--- src/rtl/display_word_parser_pkg.sv ---
// Shared constants, nibble codes and FSM state type for the display word parser.
// Optional remainder field parsing is enabled with REMAINDER_PARSE_EN.
package display_word_parser_pkg;

    localparam int NIBBLES = 8;
    localparam int VAL_W   = 21;
    localparam int ACC_W   = 24;
    localparam int WORD_W  = 4 * NIBBLES;

    localparam logic [3:0] DIGIT_R     = 4'hA;
    localparam logic [3:0] DIGIT_MINUS = 4'hE;
    localparam logic [3:0] DIGIT_BLANK = 4'hF;

    // Largest magnitude representable without producing -2^20
    localparam int MAG_MAX = 1048575;

    typedef enum logic [1:0] {
        ST_IDLE,
        ST_SCAN,
        ST_SIGN,
        ST_DONE
    } state_t;

    function automatic logic is_digit(input logic [3:0] nib);
        return nib <= 4'd9;
    endfunction

endpackage

--- src/rtl/display_word_parser_if.sv ---
// Request/result bundle between the entry memory side and the parser.
// Carries the remainder result fields when REMAINDER_PARSE_EN is defined.
interface display_word_parser_if;
    import display_word_parser_pkg::*;

    // start is sampled only while the parser is idle and not pulsing done;
    // display_word is captured on that same edge. done is a one-cycle pulse,
    // and value/parse_error hold from that pulse until the next one.
    logic              start;
    logic [WORD_W-1:0] display_word;
    logic              busy;
    logic              done;
    logic [VAL_W-1:0]  value;
    logic              parse_error;
    state_t            fsm_state;
`ifdef REMAINDER_PARSE_EN
    logic [VAL_W-1:0]  remainder_value;
    logic              has_remainder;
`endif

    modport master (
        output start, display_word,
        input  busy, done, value, parse_error, fsm_state
`ifdef REMAINDER_PARSE_EN
        , input remainder_value, has_remainder
`endif
    );

    modport slave (
        input  start, display_word,
        output busy, done, value, parse_error, fsm_state
`ifdef REMAINDER_PARSE_EN
        , output remainder_value, has_remainder
`endif
    );

endinterface

--- src/rtl/display_word_parser_mul10_add.sv ---
// Combinational decimal accumulate step: acc*10 + digit, flagging results above MAG_MAX.
module mul10_add
    import display_word_parser_pkg::*;
(
    input  logic [ACC_W-1:0] acc_in,
    input  logic [3:0]       digit,
    output logic [ACC_W-1:0] acc_out,
    output logic             overflow
);

    localparam logic [ACC_W+3:0] MAX_WIDE = (ACC_W + 4)'(MAG_MAX);

    logic [ACC_W+3:0] acc_wide;
    logic [ACC_W+3:0] sum_wide;

    // Four spare bits keep the x10 product exact so the range test is honest
    assign acc_wide = {4'b0000, acc_in};
    assign sum_wide = (acc_wide << 3) + (acc_wide << 1) + {{ACC_W{1'b0}}, digit};
    assign acc_out  = sum_wide[ACC_W-1:0];
    assign overflow = sum_wide > MAX_WIDE;

endmodule

--- src/rtl/display_word_parser.sv ---
// Converts an 8-nibble display word into a signed 21-bit operand, one nibble per clock.
// Build option REMAINDER_PARSE_EN adds a remainder field after an 'r' nibble.
module display_word_parser
    import display_word_parser_pkg::*;
(
    input  logic                 clock,
    input  logic                 resetn,
    display_word_parser_if.slave bus
);

    localparam logic [2:0] LAST_NIB = 3'(NIBBLES - 1);

    state_t            state;
    state_t            state_next;
    logic              accept;

    logic [2:0]        cnt;
    logic [WORD_W-1:0] shreg;
    logic [ACC_W-1:0]  acc;
    logic              neg;
    logic              seen_digit;
    logic              err;
    logic [VAL_W-1:0]  res;

    logic              busy_q;
    logic              done_q;
    logic [VAL_W-1:0]  value_q;
    logic              perr_q;

    logic [3:0]        nib;
    logic [ACC_W-1:0]  acc_mul;
    logic              acc_ovf;
    logic [ACC_W-1:0]  acc_n;
    logic              neg_n;
    logic              seen_n;
    logic              err_n;
    logic              sign_err;
    logic [VAL_W-1:0]  mag;
    logic [VAL_W-1:0]  signed_val;

`ifdef REMAINDER_PARSE_EN
    logic [ACC_W-1:0]  rem_acc;
    logic              in_rem;
    logic              rem_seen;
    logic [ACC_W-1:0]  rem_mul;
    logic              rem_ovf;
    logic [ACC_W-1:0]  rem_acc_n;
    logic              in_rem_n;
    logic              rem_seen_n;
    logic [VAL_W-1:0]  rem_q;
    logic              has_rem_q;
`endif

    assign nib = shreg[WORD_W-1 -: 4];

    mul10_add u_mul_quot (
        .acc_in   (acc),
        .digit    (nib),
        .acc_out  (acc_mul),
        .overflow (acc_ovf)
    );

`ifdef REMAINDER_PARSE_EN
    mul10_add u_mul_rem (
        .acc_in   (rem_acc),
        .digit    (nib),
        .acc_out  (rem_mul),
        .overflow (rem_ovf)
    );
`endif

    always_ff @(posedge clock or negedge resetn) begin
        if (!resetn) begin
            state <= ST_IDLE;
        end else begin
            state <= state_next;
        end
    end

    // The done cycle already shows IDLE, so a start there is held off one cycle
    always_comb begin
        state_next = state;
        accept     = 1'b0;
        case (state)
            ST_IDLE: begin
                if (bus.start && !done_q) begin
                    accept     = 1'b1;
                    state_next = ST_SCAN;
                end
            end
            ST_SCAN: begin
                if (cnt == LAST_NIB) begin
                    state_next = ST_SIGN;
                end
            end
            ST_SIGN: state_next = ST_DONE;
            ST_DONE: state_next = ST_IDLE;
            default: state_next = ST_IDLE;
        endcase
    end

    // Classify the current top nibble against the flags gathered so far
    always_comb begin
        acc_n  = acc;
        neg_n  = neg;
        seen_n = seen_digit;
        err_n  = err;
`ifdef REMAINDER_PARSE_EN
        rem_acc_n  = rem_acc;
        in_rem_n   = in_rem;
        rem_seen_n = rem_seen;
`endif
        if (is_digit(nib)) begin
`ifdef REMAINDER_PARSE_EN
            if (in_rem) begin
                rem_acc_n  = rem_mul;
                rem_seen_n = 1'b1;
                if (rem_ovf) begin
                    err_n = 1'b1;
                end
            end else
`endif
            begin
                acc_n  = acc_mul;
                seen_n = 1'b1;
                if (acc_ovf) begin
                    err_n = 1'b1;
                end
            end
        end else if (nib == DIGIT_BLANK) begin
            if (seen_digit || neg) begin
                err_n = 1'b1;
            end
        end else if (nib == DIGIT_MINUS) begin
            if (seen_digit || neg) begin
                err_n = 1'b1;
            end else begin
                neg_n = 1'b1;
            end
        end
`ifdef REMAINDER_PARSE_EN
        else if (nib == DIGIT_R) begin
            if (seen_digit && !in_rem) begin
                in_rem_n = 1'b1;
            end else begin
                err_n = 1'b1;
            end
        end
`endif
        else begin
            err_n = 1'b1;
        end
    end

    always_comb begin
        sign_err = err | (neg & ~seen_digit);
`ifdef REMAINDER_PARSE_EN
        sign_err = sign_err | (in_rem & ~rem_seen);
`endif
        mag        = acc[VAL_W-1:0];
        signed_val = neg ? (~mag + 1'b1) : mag;
    end

    always_ff @(posedge clock or negedge resetn) begin
        if (!resetn) begin
            cnt        <= '0;
            shreg      <= '0;
            acc        <= '0;
            neg        <= 1'b0;
            seen_digit <= 1'b0;
            err        <= 1'b0;
            res        <= '0;
            busy_q     <= 1'b0;
            done_q     <= 1'b0;
            value_q    <= '0;
            perr_q     <= 1'b0;
`ifdef REMAINDER_PARSE_EN
            rem_acc    <= '0;
            in_rem     <= 1'b0;
            rem_seen   <= 1'b0;
            rem_q      <= '0;
            has_rem_q  <= 1'b0;
`endif
        end else begin
            done_q <= 1'b0;
            case (state)
                ST_IDLE: begin
                    if (accept) begin
                        shreg      <= bus.display_word;
                        cnt        <= '0;
                        acc        <= '0;
                        neg        <= 1'b0;
                        seen_digit <= 1'b0;
                        err        <= 1'b0;
                        busy_q     <= 1'b1;
`ifdef REMAINDER_PARSE_EN
                        rem_acc    <= '0;
                        in_rem     <= 1'b0;
                        rem_seen   <= 1'b0;
`endif
                    end
                end
                ST_SCAN: begin
                    shreg      <= {shreg[WORD_W-5:0], 4'h0};
                    cnt        <= cnt + 3'd1;
                    acc        <= acc_n;
                    neg        <= neg_n;
                    seen_digit <= seen_n;
                    err        <= err_n;
`ifdef REMAINDER_PARSE_EN
                    rem_acc    <= rem_acc_n;
                    in_rem     <= in_rem_n;
                    rem_seen   <= rem_seen_n;
`endif
                end
                ST_SIGN: begin
                    res <= signed_val;
                    err <= sign_err;
                end
                ST_DONE: begin
                    value_q <= err ? '0 : res;
                    perr_q  <= err;
                    done_q  <= 1'b1;
                    busy_q  <= 1'b0;
`ifdef REMAINDER_PARSE_EN
                    rem_q     <= err ? '0 : rem_acc[VAL_W-1:0];
                    has_rem_q <= in_rem & ~err;
`endif
                end
                default: ;
            endcase
        end
    end

    assign bus.busy        = busy_q;
    assign bus.done        = done_q;
    assign bus.value       = value_q;
    assign bus.parse_error = perr_q;
    assign bus.fsm_state   = state;
`ifdef REMAINDER_PARSE_EN
    assign bus.remainder_value = rem_q;
    assign bus.has_remainder   = has_rem_q;
`endif

endmodule

--- src/flat_wrapper.sv ---
// flat-port wrapper written by rule: the top's interface ports become plain ports
module display_word_parser_flat import display_word_parser_pkg::*;
  (clock, resetn, bus_start, bus_display_word, bus_busy, bus_done, bus_value, bus_parse_error, bus_fsm_state);
  display_word_parser_if bus_i ();
  input  logic clock;
  input  logic resetn;
  input wire logic [$bits(bus_i.start)-1:0] bus_start;
  input wire logic [$bits(bus_i.display_word)-1:0] bus_display_word;
  output wire logic [$bits(bus_i.busy)-1:0] bus_busy;
  output wire logic [$bits(bus_i.done)-1:0] bus_done;
  output wire logic [$bits(bus_i.value)-1:0] bus_value;
  output wire logic [$bits(bus_i.parse_error)-1:0] bus_parse_error;
  output wire logic [$bits(bus_i.fsm_state)-1:0] bus_fsm_state;
  assign bus_i.start = bus_start;
  assign bus_i.display_word = bus_display_word;
  assign bus_busy = bus_i.busy;
  assign bus_done = bus_i.done;
  assign bus_value = bus_i.value;
  assign bus_parse_error = bus_i.parse_error;
  assign bus_fsm_state = bus_i.fsm_state;
  display_word_parser u_core (.clock(clock), .resetn(resetn), .bus(bus_i));
endmodule
--- config.mk ---
export PLATFORM = sky130hd
export DESIGN_NAME = display_word_parser_flat
export DESIGN_NICKNAME = d
export VERILOG_FILES = /design/src/rtl/display_word_parser_pkg.sv /design/src/rtl/display_word_parser_if.sv /design/src/rtl/display_word_parser_mul10_add.sv /design/src/rtl/display_word_parser.sv /design/src/flat_wrapper.sv
export SDC_FILE = /design/constraint.sdc
export NUM_CORES = 1
export LEC_CHECK = 0
export ABC_AREA = 0
export CAP_MARGIN = 20
export CORE_AREA = 4 4 119 121
export CTS_CLUSTER_SIZE = 30
export DETAILED_ROUTE_END_ITERATION = 12
export DIE_AREA = 0 0 123 125
export HOLD_SLACK_MARGIN = 0.05
export PLACE_DENSITY = 0.73
export SLEW_MARGIN = 20
export SYNTH_ARGS = -nofsm -noshare
export SYNTH_HDL_FRONTEND = slang
export SYNTH_SLANG_ARGS = --single-unit
--- constraint.sdc ---
create_clock -name clock -period 3.3 [get_ports clock]
set_input_delay 0.33 -clock clock [delete_from_list [all_inputs] [get_ports clock]]
set_output_delay 0.33 -clock clock [all_outputs]
set_load 0.05 [all_outputs]
Word level (Yosys, flattened, before mapping)
Cells that the tools add are included.
{ "word_totals": {"ff_bits": 109, "word_cells": 81} }
{ "classes": {"n_addsub": 4, "n_lt_le_gt_ge": 2, "reduce_logical": 13, "bitwise": 4, "muxes": 31, "n_eq_ne": 15} }
{ "op_table": {"columns": ["operator", "count"], "rows": [
  ["32-bit case mux with 2 select lines", 1],
  ["24-bit 2-to-1 mux", 2],
  ["24-bit case mux with 2 select lines", 1],
  ["21-bit 2-to-1 mux", 2],
  ["32-bit 2-to-1 mux", 1],
  ["27-bit by 25-bit adder with 28-bit output", 1],
  ["28-bit by 4-bit adder with 28-bit output", 1],
  ["28-bit by 20-bit > comparator with 1-bit output (second input constant)", 1],
  ["21-bit by 1-bit adder with 21-bit output (second input constant)", 1],
  ["21-bit NOT", 1],
  ["1-bit 2-to-1 mux", 15],
  ["2-bit by 1-bit != test with 1-bit output (second input constant)", 5],
  ["4-bit equality test (second input constant)", 2],
  ["2-bit case mux with 4 select lines", 1],
  ["2-bit != test (second input constant)", 3],
  ["1-bit case mux with 2 select lines", 3],
  ["3-bit case mux with 2 select lines", 1],
  ["2-bit AND reduction", 3],
  ["3-bit AND reduction", 2],
  ["6-bit AND reduction", 1],
  ["2-bit equality test (second input constant)", 2],
  ["4-bit <= comparator (second input constant)", 1],
  ["2-bit 2-to-1 mux", 2],
  ["2-bit nonzero test", 2],
  ["14 further kinds", 14]
]} }

Logic depth before layout (Yosys ltp)
Gate-level depths: netlist of the first run.
{ "depth": {"ltp_word": 6, "depth_mapped": 13} }

Modules after synthesis
A second synthesis of the first run with hierarchy kept.
{ "hier_totals": {"cells_unflattened": 688, "area_unflattened_um2": 6595.1} }
{ "modules_own_cells": {"columns": ["mod", "n_inst", "seq_area_each_um2", "cells_each", "area_per_inst_um2"], "rows": [
  ["display_word_parser", 1, 2727.6, 480, 4937.2],
  ["mul10_add", 1, 0.0, 208, 1657.8]
]} }

Least setup slack after synthesis of the first run
Ideal clock, no wire load.
{ "synth_timing": {"path_kind": "flip-flop to flip-flop", "from": "register u_core.acc[0]", "to": "register u_core.err", "path_stages_with_launch": 13, "period_less_slack_ns": 3.337, "t_required_ns": 3.175, "setup_slack_ns": -0.037, "t_arrival_ns": 3.212, "path_cell_list": "dfrtp_1 -> inv_1 -> fa_1 -> inv_1 -> fa_1 -> a21oi_1 -> o221ai_1 -> a211oi_1 -> o41ai_1 -> mux2_2 -> nor4_1 -> a31oi_1 -> mux2_2"} }
{ "synth_between": {"elab_chain_len": 5} }
{ "synth_rtl": {"columns": ["item", "line_no", "rtl"], "rows": [
  ["from (decl)", "display_word_parser.sv:19", "logic [ACC_W-1:0] acc;"],
  ["from (signal assigned)", "display_word_parser.sv:206", "acc <= acc_n;"],
  ["27-bit by 25-bit adder with 28-bit output", "display_word_parser_mul10_add.sv:18", "assign sum_wide = (acc_wide << 3) + (acc_wide << 1) + {{ACC_W{1'b0}}, digit};"],
  ["28-bit by 4-bit adder with 28-bit output", "display_word_parser_mul10_add.sv:18", null],
  ["28-bit by 20-bit > comparator with 1-bit output", "display_word_parser_mul10_add.sv:20", "assign overflow = sum_wide > MAX_WIDE;"],
  ["3-bit by 2-bit != test with 1-bit output (no line)", null, null],
  ["3-bit AND reduction (no line)", null, null],
  ["to (signal assigned)", "display_word_parser.sv:209", "err <= err_n;"],
  ["to (signal assigned)", "display_word_parser.sv:218", "err <= sign_err;"],
  ["to (decl)", "display_word_parser.sv:22", "logic err;"]
]} }
Every way passes these cells.
A chain may end at the register's enable or synchronous reset.

Worst setup path after layout of the first run
{ "layout_timing": {"from": "register u_core.shreg[31]", "to": "register u_core.err"} }
{ "layout_between": {"elab_chain_len": 5, "word_cells_on_any_way": 11, "cone_classes": "add/sub: 1; order compare: 2; eq/ne: 3; mux: 4; reduce/logical: 1"} }
{ "layout_rtl": {"columns": ["item", "line_no", "rtl"], "rows": [
  ["from (decl)", "display_word_parser.sv:18", "logic [WORD_W-1:0] shreg;"],
  ["from (signal assigned)", "display_word_parser.sv:189", "shreg <= bus.display_word;"],
  ["from (signal assigned)", "display_word_parser.sv:204", "shreg <= {shreg[WORD_W-5:0], 4'h0};"],
  ["branches (longest 5 deep; another with 28-bit by 4-bit adder with 28-bit output)", null, null]
]} }
Several ways; the timed one is not identified.

==> results.md, run 1 <==
- The run finished, with violations left.
- The final reports fail on negative setup slack.
- The area of the die is 0.0154 sq mm.
- By area, the combinational part of the netlist is dominated by compound AO/OA/AOI/OAI gates.
- After detailed routing, the number of vias per cell comes to 5.51.
- The detailed-route wire length is 14300 um.
- By instance count, the cell type seen most on the critical path is sky130_fd_sc_hd__inv_2.
- The wire length of the first global-routing pass is between 20000 and 25000 um.
- After synthesis, the cell types taking the most area are sky130_fd_sc_hd__dfrtp_1 42%, sky130_fd_sc_hd__ha_1 11%, sky130_fd_sc_hd__o21ai_0 5.9%, sky130_fd_sc_hd__mux2i_1 4.7%, sky130_fd_sc_hd__xor2_1 3.5%.
- Clock tree synthesis selected as its root buffer the cell sky130_fd_sc_hd__clkbuf_16.
- Fill cells in the final layout number between 1000 and 1500.
- On the critical path, the stage with the largest delay is an instance of sky130_fd_sc_hd__fa_1.
- After layout, the worst path uses 101% of the clock period.
- Setup repair after global routing could not meet its margin everywhere.
- Row generation in the floorplan step produced 42 rows.
- Buffers inserted during clock tree synthesis total 9.
- The fmax is about 0.3 GHz.
- The startpoint-to-endpoint class of the critical path is reg2reg.
- The internal power of the cells totals approximately 4200 uW.
- The number of max-slew violations in the final report is 0.
- In this run, synthesis produced a sequential element count of between 100 and 150.
- The initial antenna violation count is 0.
- The H-tree was split into 3 levels.
- The switching part of the total is between 40% and 50%.
- Of the total synthesized cell area, the portion taken by full adders, half adders and majority gates is 11.3%.
- The clock-pin transition on the worst setup and hold timing paths is ~0.080 ns.
- The largest single stage delay on the critical path is 0.55 ns.
- Grouping stages by cell kind, the critical path spends the most delay in compound AO/OA/AOI/OAI gates.
- Routability-driven placement finished with a final weighted congestion of a little under 0.9.
- The utilization after layout is between 50% and 60%.
- The initial DRC count is ~430.
- In this run the tightest slew margin relative to its limit is between 40% and 50%.
- The share of total power in the clock network is about 14%.
- Dividing the detail-routed wire length by the instance count gives roughly 16 um.
- The library cell used most frequently in the layout, excluding fill and tap cells, is sky130_fd_sc_hd__dfrtp_1.
- In the final design database the tool counted roughly 820 nets.
- The HPWL reported at the end of detailed placement is 10500 um.
- The actual transition at the worst max-transition pin is between 0.8 and 0.9 ns.
- Summing every instance area after synthesis gives approximately 0.0065 sq mm.
- Summing the areas of all and, or, nand and nor instances in the mapped netlist gives between 10% and 20% of the synthesized area.
- The largest net degree at the start of global routing is between 60 and 70.
- The total non-filler cell area in the finished layout is ~0.0078 sq mm.
- A synthesized cell averages just under 10 sq um.
- The path class of the tightest hold or removal check is in2async.
- The die is ~130 um tall.
- Once routing completed, OpenROAD measured the worst setup slack at -0.0381 ns.
- The post-route non-filler standard cell count is 911.
- The critical path goes through inv_2, fa_1, inv_2, ha_4, a21o_1, nand4_1, a2111oi_4, nor4bb_2, o211ai_1, a41o_1, mux2i_1, a31oi_1, mux2_2.
- The data arrival time at the worst-slack endpoint is between 3 and 4 ns.
- 0 antenna diodes ended up in the layout.
- The library cells used most frequently in the layout, excluding fill and tap cells, are 109 x sky130_fd_sc_hd__dfrtp_1, 76 x sky130_fd_sc_hd__o21ai_0, 59 x sky130_fd_sc_hd__nand2_1, 59 x sky130_fd_sc_hd__clkdlybuf4s50_1, 53 x sky130_fd_sc_hd__ha_1.
- After technology mapping, the gate count stands at between 600 and 700.
- The total iterations of the first detailed-routing run is 4.
- The final setup violation count is 1.
- For this run, the number of Yosys warnings is 0.
- In the final layout, the share of cells above drive strength 1 is approximately 11%.
- When the netlist entered floorplanning its net count stood at approximately 750.
- Max-cap violations in this run came to 0.
- In this run the tool buffered the top-level ports with 60 buffer cells.
- The worst setup path is launched from a flip-flop.
- The smallest clock period supported by the final layout is computed as around 3.3 ns.
- The clock sink total is about 110.
- The clock tree buffer depth is 2.
- Counting both buffers and inverters, the worst setup path holds a total of 2.
- The post-synthesis xor/xnor area fraction is ~5.6%.
- The via count of the first global-routing pass was 5075.
- In this run, placement finished with an instance count of approximately 900.
- The peak fanout along the critical path is 3.
- The share of flip-flops with an asynchronous set or reset after synthesis is 100%.
- Summed over all nets, the switching power comes to around 3400 uW.
- The count of cell types in the netlist is 50.
- Of the post-synthesis cell area, the dominant cell type holds a little over two fifths.
- The remaining antenna violation count is 0.
- The global-route usage over all layers is around a fifth.
- The maximum vdd ir drop is between 0.4 and 0.5 mV.
- The part of the total power dissipated in sequential elements is 31.1%.
- The remaining global-route overflow is 0.
- The most used flip-flop cell after synthesis is sky130_fd_sc_hd__dfrtp_1.
- The starting density of the core is between 40 and 50%.
- In this run the static leakage power is 0.00367 uW.
- The most area-hungry cell type in the Yosys netlist is sky130_fd_sc_hd__dfrtp_1.
- Power spread over the standard cell area amounts to 978 mW/mm^2.
- The core region is about 0.013 sq mm.
- Measured against the total synthesized area, the mux share comes to under 10%.
- Across the routed clock network, the largest skew measured is 0.00961 ns.
- The tightest hold margin is about 0.072 ns.
- The kind of end point of the critical path is a flip-flop.
- Measured along the x axis, the die boundary spans about 120 um.
- The compound-cell area share of the yosys netlist is 17.9%.
- The final number of hold-violating endpoints is 0.
- The instance area after placement is 0.00739 sq mm.
- For this design the top-level I/O count stands at 61.
- The number of enable flip-flop cells after synthesis is 0.
- The insertion delay of the later-clocked pin in the worst-skew pair is 0.35 ns.
- Hold repair after CTS inserted 0 buffers.
- Detailed routing inserted a total of about 5000 vias.
- The number of remaining DRC errors is 0.
- The signed area change from the synthesized netlist to the final layout is 20.9%.
- The sequential area share after synthesis is a little over two fifths.
- The required arrival time at the worst endpoint is ~3.5 ns.
- The combinational group share of total power is a little over half.
- The clock tree from TritonCTS is done.
[final timing paths]
| path | cells after the start | start | slack, ns | end |
|---|---|---|---|---|
| worst max-delay path | 13 | u_core.shreg[31] | -0.04 | u_core.err |
| worst min-delay path | 1 | resetn | 0.07 | u_core.acc[10] |
| worst max register to register | 13 | u_core.shreg[31] | -0.04 | u_core.err |
| worst min register to register | 2 | u_core.shreg[26] | 0.49 | u_core.shreg[26] |
| max in group asynchronous | 2 | resetn | 2.51 | u_core.shreg[6] |
| min in group clock | 2 | u_core.shreg[26] | 0.49 | u_core.shreg[26] |
[cell usage after synthesis (2+ instances only)]
master and count:
sky130_fd_sc_hd__fa_1 2, sky130_fd_sc_hd__a22o_1 22, sky130_fd_sc_hd__a211oi_1 3, sky130_fd_sc_hd__nand3b_1 21
sky130_fd_sc_hd__xor2_1 26, sky130_fd_sc_hd__clkbuf_1 29, sky130_fd_sc_hd__o41ai_1 2, sky130_fd_sc_hd__mux2i_1 30
sky130_fd_sc_hd__nand3_1 8, sky130_fd_sc_hd__nand4_1 7, sky130_fd_sc_hd__o21ai_0 76, sky130_fd_sc_hd__o221ai_1 2
sky130_fd_sc_hd__ha_1 55, sky130_fd_sc_hd__a32o_1 2, sky130_fd_sc_hd__nor2b_1 11, sky130_fd_sc_hd__inv_1 34
sky130_fd_sc_hd__dfrtp_1 109, sky130_fd_sc_hd__buf_1 5, sky130_fd_sc_hd__a21o_1 11, sky130_fd_sc_hd__or3_4 2
sky130_fd_sc_hd__and2_1 3, sky130_fd_sc_hd__a21oi_1 41, sky130_fd_sc_hd__mux2_2 11, sky130_fd_sc_hd__or3_1 4
sky130_fd_sc_hd__o211ai_1 2, sky130_fd_sc_hd__nand2b_1 5, sky130_fd_sc_hd__nand2_1 59, sky130_fd_sc_hd__a31oi_1 7
sky130_fd_sc_hd__o31ai_1 7, sky130_fd_sc_hd__o21a_1 2, sky130_fd_sc_hd__nor3_1 4, sky130_fd_sc_hd__and3_1 2
sky130_fd_sc_hd__nor2_1 26, sky130_fd_sc_hd__xnor2_1 15
[power groups by stage]
stage / clock [uW] / combinational [uW] / sequential (uW)
after floorplan: 0 / 2500 / 2720
final: 1100 / 4150 / 2380
after global routing: 1190 / 4620 / 2450
after CTS: 1130 / 4130 / 2370
after detailed placement: 0 / 4080 / 2390
after global placement: 0 / 3950 / 2360
[per-layer routing]
metal | global-route usage, % | wire [um] | vias up
li1 | - | - | 2493
met1 | 28.4 | 7110 | 2453
met2 | 30.6 | 6750 | 62
met3 | 1.94 | 305 | 12
met4 | 5.21 | 176 | 0
met5 | 0 | 0 | -
[cell families (layout without fill, tap and decap cells)]
group / count (synthesis) / in the layout
buffers and inverters: 68 / 142
and+or+nand+nor: 157 / 157
xor gates and xnor gates: 41 / 41
adders and majority gates: 57 / 57
AOI/OAI and AO/OA: 188 / 188
DFF: 109 / 109
muxes: 41 / 41
[area by class of cell]
type / instances / area (sq um) / area share (%)
Tap cell: 176 / 220 / 2.82
Inverter: 34 / 128 / 1.64
Clock inverter: 7 / 85.1 / 1.09
Multi-Input combinational cell: 484 / 3560 / 45.7
Sequential cell: 109 / 2730 / 35.0
Timing Repair Buffer: 92 / 851 / 10.9
Clock buffer: 9 / 225 / 2.89
[worst register-to-register path: stages, from the launching register on]
cell and delay [ns]:
sky130_fd_sc_hd__dfrtp_1 0.36, sky130_fd_sc_hd__inv_2 0.05, sky130_fd_sc_hd__fa_1 0.55, sky130_fd_sc_hd__inv_2 0.06
sky130_fd_sc_hd__ha_4 0.25, sky130_fd_sc_hd__a21o_1 0.12, sky130_fd_sc_hd__nand4_1 0.20, sky130_fd_sc_hd__a2111oi_4 0.36
sky130_fd_sc_hd__nor4bb_2 0.10, sky130_fd_sc_hd__o211ai_1 0.26, sky130_fd_sc_hd__a41o_1 0.26, sky130_fd_sc_hd__mux2i_1 0.09
sky130_fd_sc_hd__a31oi_1 0.22, sky130_fd_sc_hd__mux2_2 0.36
[sequential cells by signal, summed over array words and instances, names as in the netlist]
signal                  flops
u_core.bus.busy             1
u_core.err                  1
u_core.cnt                  3
u_core.bus.fsm_state        2
u_core.res                 21
u_core.neg                  1
u_core.bus.value           21
u_core.shreg               32
u_core.bus.parse_error      1
u_core.acc                 24
u_core.bus.done             1
u_core.seen_digit           1
[stage by stage]
stage / worst slack (ns) / total power, uW / setup TNS [ns]
6_report: -0.0381 / 7630 / -0.0381
4_1_cts: -0.0610 / 7630 / -0.0610
5_1_grt: -0.193 / 8250 / -0.193
2_1_floorplan: 0.0254 / 5220 / 0
3_3_place_gp: -0.0512 / 6310 / -0.0512
3_5_place_dp: -0.180 / 6460 / -0.180
[repair_timing]
item                                    CTS  global route
gates resized for setup                   5            11
pin swaps                                 2            10
gates cloned                              0             0
endpoints found under the setup margin    1             1
buffers inserted                          1             3
Power figures use the tool's default switching activity.
==> inputs of run 2 (changes only) <==
MAX_ROUTING_LAYER = met4   (was not set)
SETUP_SLACK_MARGIN = 0.15   (was not set)
==> run 2 against run 1 <==
Against the previous run:
- the run still ends with negative setup slack left
- sequential share of layout area hardly changed
- critical path type unchanged
- first-iteration DRC count is 35% lower
- wire length is 0.11% lower
- highest routed layer unchanged
- utilization is 0.086 points higher
- cell count is 0.22% higher
- clock skew hardly changed
- critical endpoint unchanged
- clock-buffer cell count is 3 higher
- setup slack worse by 0.0035 ns
==> results.md, run 2 (same netlist as run 1, synthesis figures left out) <==
- Outcome: finished with violations (unchanged).
- Violated checks: negative setup slack (unchanged).
- The cell type group with the largest total delay on the critical path is compound AO/OA/AOI/OAI gates (unchanged).
- The kind of path behind the tightest hold check is reg2reg (was in2async).
- The insertion delay of the later-clocked pin in the worst-skew pair is 0.35 ns (about the same).
- The root buffer selected by CTS was sky130_fd_sc_hd__clkbuf_16 (unchanged).
- The type of element launching the critical path is a flip-flop (unchanged).
- The final-layout fill cell count is 1069 (was 1096).
- The die boundary height is 125 um (unchanged).
- The kind of end point of the critical path is a flip-flop (unchanged).
- The via count is 5027 (was 5020).
- The final number of hold-violating endpoints came to 0 (unchanged).
- The wire length of the first global-routing pass is 24100 um (was 24500 um).
- The logic depth of the worst setup path including buffers is 14 (was 13).
- The clock tree from TritonCTS is done (unchanged).
- The peak fanout along the critical path is 3 (unchanged).
- Setup repair after global routing missed its margin: true (unchanged).
- The actual transition at the worst max-transition pin was 0.882 ns (was 0.875 ns).
- The shortest period the worst path allows is 3.34 ns (about the same).
- The number of buffers added on ports is 60 (unchanged).
- The clock tree skew after final layout is 0.00971 ns (was 0.00961 ns).
- The final setup violation count is 1 (unchanged).
- The fraction of layout instances using a drive strength above 1 came to 11.4% (about the same).
- The detailed-route wire length was 14300 um (about the same).
- The total core area is 0.0131 sq mm (unchanged).
- The most flop-heavy register is u_core.shreg (unchanged).
- The number of remaining DRC errors came to 0 (unchanged).
- The clock sink total is 109 (unchanged).
- The startpoint-to-endpoint class of the critical path is reg2reg (unchanged).
- The reported leakage power is 0.00367 uW (about the same).
- The cell-internal power is 4220 uW (was 4180 uW).
- Chain of cells forming the critical path: inv_1, fa_1, inv_2, ha_4, a21o_1, nand4_1, a2111oi_2, nor4bb_1, buf_4, o211ai_1, a41o_1, mux2i_1, a31oi_1, mux2_2 (was inv_2, fa_1, inv_2, ha_4, a21o_1, nand4_1, a2111oi_4, nor4bb_2, o211ai_1, a41o_1, mux2i_1, a31oi_1, mux2_2).
- The count of max-cap constraint violations is 0 (unchanged).
- The clock tree buffer depth is 2 (unchanged).
- The total iterations of the first detailed-routing run was 5 (was 4).
- The biggest cell delay along the critical path is 0.53 ns (was 0.55 ns).
- The setup TNS is -0.0416 ns (was -0.0381 ns).
- The die extent in x came to 123 um (unchanged).
- The ratio of final minimum period to clock period is 101% (about the same).
- The net load switching power is 3400 uW (was 3440 uW).
- The power density relative to cell area came to 975 mW/mm^2 (was 978 mW/mm^2).
- The detailed-route vias per instance came to 5.51 (about the same).
- The worst hold path cell count is 2.
- The utilization after layout came to 59.7% (was 59.6%).
- The combinational group share of total power is 54.3% (was 54.4%).
- The met3 global-route usage is 2.44% (was 1.94%).
- The global routing met1 resource utilization is 27.0% (was 28.4%).
- The final routed wire length divided by cell count is 15.7 um (about the same).
- The number of nets in the layout is 824 (was 822).
- The initial DRC count came to 280 (was 428).
- The number of buffer and inverter instances along the worst setup path is 3 (was 2).
- The area of the die is 0.0154 sq mm (unchanged).
- Most used cells in the layout excluding fill and tap cells: 108 x sky130_fd_sc_hd__dfrtp_1, 76 x sky130_fd_sc_hd__o21ai_0, 59 x sky130_fd_sc_hd__nand2_1, 59 x sky130_fd_sc_hd__clkdlybuf4s50_1, 52 x sky130_fd_sc_hd__ha_1 (was 109 x sky130_fd_sc_hd__dfrtp_1, 76 x sky130_fd_sc_hd__o21ai_0, 59 x sky130_fd_sc_hd__nand2_1, 59 x sky130_fd_sc_hd__clkdlybuf4s50_1, 53 x sky130_fd_sc_hd__ha_1).
- The tightest hold margin is 0.485 ns (was 0.0717 ns).
- The signed area change from the synthesized netlist to the final layout came to 21.0% (was 20.9%).
- The switching part of the total came to 44.6% (was 45.2%).
- The initial antenna violation count is 0 (unchanged).
- The starting density of the core is 49.3% (unchanged).
- The remaining antenna violation count came to 0 (unchanged).
- The final worst-path setup slack is -0.0416 ns (was -0.0381 ns).
- The number of cells traversed by the worst register-to-register path is 14 (was 13).
- The worst-path cell with the longest stage delay was sky130_fd_sc_hd__fa_1 (unchanged).
- The part of the total power dissipated in sequential elements was 31.1% (about the same).
- The data arrival time at the worst-slack endpoint is 3.57 ns (about the same).
- The tightest slew margin relative to the limit came to 41.2% (was 41.6%).
- The number of inserted diodes is 0 (unchanged).
- The global-route usage over all layers is 19.6% (was 19.3%).
- The via count of the first global-routing pass is 4972 (was 5075).
- The routability-driven placement congestion ratio is 0.872 (was 0.877).
- The number of max-slew violations in the final report is 0 (unchanged).
- The most frequent standard cell in the layout excluding fill and tap cells is sky130_fd_sc_hd__dfrtp_1 (unchanged).
- The routing usage on met2 was 31.1% (was 30.6%).
- The maximum vdd ir drop is 0.426 mV (was 0.480 mV).
- The remaining global-route overflow is 0 (unchanged).
- The number of levels the H-tree was split into came to 3 (unchanged).
- The clock-pin transition on the worst setup and hold timing paths is 0.07 ns (was 0.08 ns).
- Largest registers: u_core.shreg: 32 flops, u_core.acc: 24 flops (unchanged).
- The fmax is 0.299 GHz (was 0.300 GHz).
- The share of total power in the clock network is 14.6% (was 14.5%).
- The number of placed I/O pins is 61 (unchanged).
- The largest net degree at the start of global routing is 60 (was 68).
- The site row count is 42 (unchanged).
- The total clock buffers created by CTS came to 9 (unchanged).
- The HPWL reported at the end of detailed placement is 10500 um (about the same).
- The flip-flop count of the largest register after layout is 32 (unchanged).
- The required arrival time at the worst endpoint came to 3.53 ns (about the same).
- The highest-utilization routing layer at the global route stage was met2 (unchanged).
[run 2: per-layer routing]
layer / up-vias / share of wire (%)
li1: 2494 / -
met1: 2412 / 47
met2: 102 / 48
met3: 19 / 3.9
met4: 0 / 1.4
met5: - / 0
[run 2: final timing paths]
check                            startpoint               end  slack [ns]
setup / recovery              u_core.acc[2]        u_core.err       -0.04
hold / removal             u_core.shreg[24]  u_core.shreg[24]        0.48
setup reg to reg              u_core.acc[2]        u_core.err       -0.04
hold reg to reg            u_core.shreg[24]  u_core.shreg[24]        0.48
max in group asynchronous            resetn     u_core.res[0]        2.01
min in group asynchronous            resetn    u_core.acc[12]        0.55
[run 2: stage by stage]
stage	worst slack (ns)	cell area [sq um]	total power, uW	cells
floorplan	0.142	6480	5230	661
global placement	0.0158	7400	6310	891
detailed placement	-0.0936	7400	6460	891
CTS	-0.00316	7760	7620	912
global route	-0.175	7810	8210	913
finish	-0.0416	7810	7620	913
[run 2: worst min-delay path, stage by stage (launching register included)]
cell,delay [ns]
sky130_fd_sc_hd__dfrtp_1,0.34
sky130_fd_sc_hd__nand2_1,0.04
sky130_fd_sc_hd__o21ai_0,0.06
[run 2: cell type report]
type / count / area, sq um / area share, %
Clock buffer: 12 / 256 / 3.28
Clock inverter: 4 / 53.8 / 0.689
Tap cell: 176 / 220 / 2.82
Inverter: 34 / 128 / 1.63
Multi-Input combinational cell: 484 / 3550 / 45.5
Timing Repair Buffer: 94 / 868 / 11.1
Sequential cell: 109 / 2730 / 34.9
[run 2: power groups by stage]
stage	logic (uW)	registers [uW]	clock network [uW]
2_1_floorplan	2510	2720	0
3_3_place_gp	3960	2350	0
3_5_place_dp	4070	2390	0
4_1_cts	4120	2360	1130
5_1_grt	4580	2440	1190
6_report	4130	2370	1110
[run 2: timing repair]
item / CTS / global route
hold endpoints to repair: 7 / 0
hold buffers: 1 / 0
resized for setup: 5 / 7
pin swaps: 7 / 3
setup endpoints to repair: 2 / 3
buffers inserted: 4 / 1
==> inputs of run 3 (changes only) <==
CTS_BUF_LIST = sky130_fd_sc_hd__clkbuf_16   (was not set)
REMOVE_ABC_BUFFERS = 1   (was not set)
==> run 3 against run 2 <==
Against the previous run:
- cell area is 1.2% higher
- global-route usage is 1.0 points higher
- die area stayed put
- via count is 2.2% higher
- largest power group unchanged
- register-to-register slack worse by 0.06 ns
- total power is 1.6% higher
- first-iteration DRC count is 17% higher
- highest routed layer unchanged
- combinational power is 3% higher
- the run still ends with negative setup slack left
==> results.md, run 3 (same netlist as run 1, synthesis figures left out) <==
- The final number of hold-violating endpoints is 0 (unchanged).
- The clock sink total is 109 (unchanged).
- The launching instance or port of the critical path was u_core.shreg[31] (was u_core.acc[2]).
- The via count came to 5136 (was 5027).
- The number of max-slew violations in the final report is 0 (unchanged).
- The detailed-route wire length is 14800 um (was 14300 um).
- The total clock buffers created by CTS is 9 (unchanged).
- The root buffer selected by CTS is sky130_fd_sc_hd__clkbuf_16 (unchanged).
- The total length of routed met2 wires came to 7180 um (was 6810 um).
- The worst slack at placement was -0.254 ns (was -0.0936 ns).
- The flip-flop count of the largest register after layout is 32 (unchanged).
- The number of buffers inserted by hold repair at cts is 0 (was 1).
- The total iterations of the first detailed-routing run came to 5 (unchanged).
- The startpoint of the worst-slack reg-to-reg timing path is u_core.shreg[31] (was u_core.acc[2]).
- The utilization after layout is 60.4% (was 59.7%).
- The remaining antenna violation count is 0 (unchanged).
- The final setup violation count is 1 (unchanged).
- The final routed wire length divided by cell count is 15.9 um (was 15.7 um).
- The global-route usage over all layers is 20.6% (was 19.6%).
- The fmax came to 0.294 GHz (was 0.299 GHz).
- The initial antenna violation count is 0 (unchanged).
- The insertion delay of the later-clocked pin in the worst-skew pair is 0.36 ns (was 0.35 ns).
- The clock-pin transition on the worst setup and hold timing paths came to 0.07 ns (about the same).
- The count of max-cap constraint violations is 0 (unchanged).
- The internal reg-to-reg setup slack is -0.11 ns (was -0.04 ns).
- The met3 routed wirelength is 502 um (was 566 um).
- The starting density of the core is 49.3% (unchanged).
- The fraction of layout instances using a drive strength above 1 is 12.9% (was 11.4%).
- The data arrival time at the worst-slack endpoint is 3.65 ns (was 3.57 ns).
- The number of buffers added on ports was 60 (unchanged).
- The initial DRC count is 328 (was 280).
- The clock tree from TritonCTS is done (unchanged).
- The number of levels the H-tree was split into came to 3 (unchanged).
- The number of placed instances, taps included was 911 (was 891).
- The number of cells traversed by the worst register-to-register path is 15 (was 14).
- The detailed-route vias per instance was 5.52 (was 5.51).
- The number of nets in the layout came to 841 (was 824).
- Setup repair after global routing missed its margin: true (unchanged).
- The via count of the first global-routing pass is 5250 (was 4972).
- Largest registers: u_core.shreg: 32 flops, u_core.acc: 24 flops (unchanged).
- The area of the die was 0.0154 sq mm (unchanged).
- The kind of path behind the tightest hold check is in2async (was reg2reg).
- The largest net degree at the start of global routing is 75 (was 60).
- The peak fanout along the critical path is 3 (unchanged).
- The shortest period the worst path allows was 3.41 ns (was 3.34 ns).
- The die extent in x is 123 um (unchanged).
- The HPWL reported at the end of detailed placement was 10800 um (was 10500 um).
- The post-route non-filler standard cell count is 930 (was 913).
- The topmost layer with routed signal wires is met4 (unchanged).
- The instance area after placement is 0.00752 sq mm (was 0.00740 sq mm).
- The number of placed I/O pins is 61 (unchanged).
- The actual transition at the worst max-transition pin is 0.969 ns (was 0.882 ns).
- The final worst-path setup slack is -0.106 ns (was -0.0416 ns).
- Most used cells in the layout excluding fill and tap cells: 109 x sky130_fd_sc_hd__dfrtp_1, 76 x sky130_fd_sc_hd__o21ai_0, 59 x sky130_fd_sc_hd__nand2_1, 59 x sky130_fd_sc_hd__clkdlybuf4s50_1, 53 x sky130_fd_sc_hd__ha_1 (was 108 x sky130_fd_sc_hd__dfrtp_1, 76 x sky130_fd_sc_hd__o21ai_0, 59 x sky130_fd_sc_hd__nand2_1, 59 x sky130_fd_sc_hd__clkdlybuf4s50_1, 52 x sky130_fd_sc_hd__ha_1).
- The most flop-heavy register was u_core.shreg (unchanged).
- The signed area change from the synthesized netlist to the final layout is 22.5% (was 21.0%).
- Outcome: finished with violations (unchanged).
- The remaining global-route overflow is 0 (unchanged).
- The routability-driven placement congestion ratio is 0.929 (was 0.872).
- The number of inserted diodes is 0 (unchanged).
- The kind of end point of the critical path is a flip-flop (unchanged).
- The tightest slew margin relative to the limit is 35.4% (was 41.2%).
- The required arrival time at the worst endpoint is 3.55 ns (was 3.53 ns).
- The total core area is 0.0131 sq mm (unchanged).
- Violated checks: negative setup slack (unchanged).
- The power density relative to cell area is 979 mW/mm^2 (was 975 mW/mm^2).
- The reported leakage power is 0.00376 uW (was 0.00367 uW).
- The maximum vdd ir drop is 0.409 mV (was 0.426 mV).
- The number of remaining DRC errors is 0 (unchanged).
- The final-layout fill cell count is 1070 (was 1069).
- The clock tree skew after final layout is 0.00674 ns (was 0.00971 ns).
- The total non-filler cell area in the finished layout is 0.00790 sq mm (was 0.00781 sq mm).
- The detailed-routing wirelength on met1 is 6870 um (was 6750 um).
- The type of element launching the critical path is a flip-flop (unchanged).
- The endpoint of the worst register-to-register path is u_core.err (unchanged).
- The wire length of the first global-routing pass is 24900 um (was 24100 um).
- The startpoint-to-endpoint class of the critical path was reg2reg (unchanged).
- The site row count is 42 (unchanged).
- The most frequent standard cell in the layout excluding fill and tap cells is sky130_fd_sc_hd__dfrtp_1 (unchanged).
- The clock tree buffer depth is 2 (unchanged).
- The ratio of final minimum period to clock period is 103% (was 101%).
- The die boundary height was 125 um (unchanged).
## run 3: worst max-delay path by stage
stage                         end  slack (ns)  cells after the start
floorplan           u_core.acc[9]       -1.03                      5
global placement       u_core.err       -0.18                     12
detailed placement     u_core.err       -0.25                     12
CTS                    u_core.err       -0.14                     15
global route           u_core.err       -0.28                     15
finish                 u_core.err       -0.11                     15
## run 3: through the flow
| step | hold slack (ns) | power (uW) | TNS (ns) |
|---|---|---|---|
| detailed placement | 0.471 | 6580 | -0.308 |
| CTS | 0.161 | 7760 | -0.138 |
| global placement | 0.460 | 6410 | -0.181 |
| global route | 0.217 | 8330 | -0.295 |
| finish | 0.0918 | 7740 | -0.106 |
| floorplan | 0.0344 | 5160 | -46.28 |
## run 3: repair_timing
item,4_1_cts,5_1_grt
pin swaps,9,6
hold endpoints to repair,0,0
setup endpoints to repair,3,4
buffers inserted,2,1
resized for setup,10,4
## run 3: final cells by class
type                            instances  area (sq um)  share of cell area [%]
Inverter                               34           128                    1.61
Multi-Input combinational cell        484          3540                    44.8
Clock inverter                          7          75.1                   0.950
Sequential cell                       109          2730                    34.5
Clock buffer                            9           225                    2.85
Tap cell                              176           220                    2.79
Timing Repair Buffer                  111           985                    12.5
## run 3: critical path, cell delays in order, from the launching register on
cell,delay [ns]
sky130_fd_sc_hd__dfrtp_1,0.37
sky130_fd_sc_hd__inv_2,0.05
sky130_fd_sc_hd__fa_1,0.55
sky130_fd_sc_hd__inv_2,0.05
sky130_fd_sc_hd__buf_6,0.11
sky130_fd_sc_hd__ha_4,0.24
sky130_fd_sc_hd__a21o_1,0.12
sky130_fd_sc_hd__nand4_1,0.15
sky130_fd_sc_hd__a2111oi_2,0.33
sky130_fd_sc_hd__nor4bb_1,0.10
sky130_fd_sc_hd__buf_4,0.15
sky130_fd_sc_hd__o211ai_1,0.20
sky130_fd_sc_hd__a41o_1,0.24
sky130_fd_sc_hd__mux2i_1,0.08
sky130_fd_sc_hd__a31oi_1,0.18
sky130_fd_sc_hd__mux2_2,0.36
## run 3: power breakdown
part / switching, uW / internal, uW / total, uW
registers: 433 / 1920 / 2350
logic: 2500 / 1770 / 4270
clock network: 519 / 593 / 1110
## run 3: layer usage
metal	track usage, %	up-vias
met1	26.6	2479
li1	-	2530
met3	3.21	17
met4	7.36	0
met2	33.0	110
met5	-	-
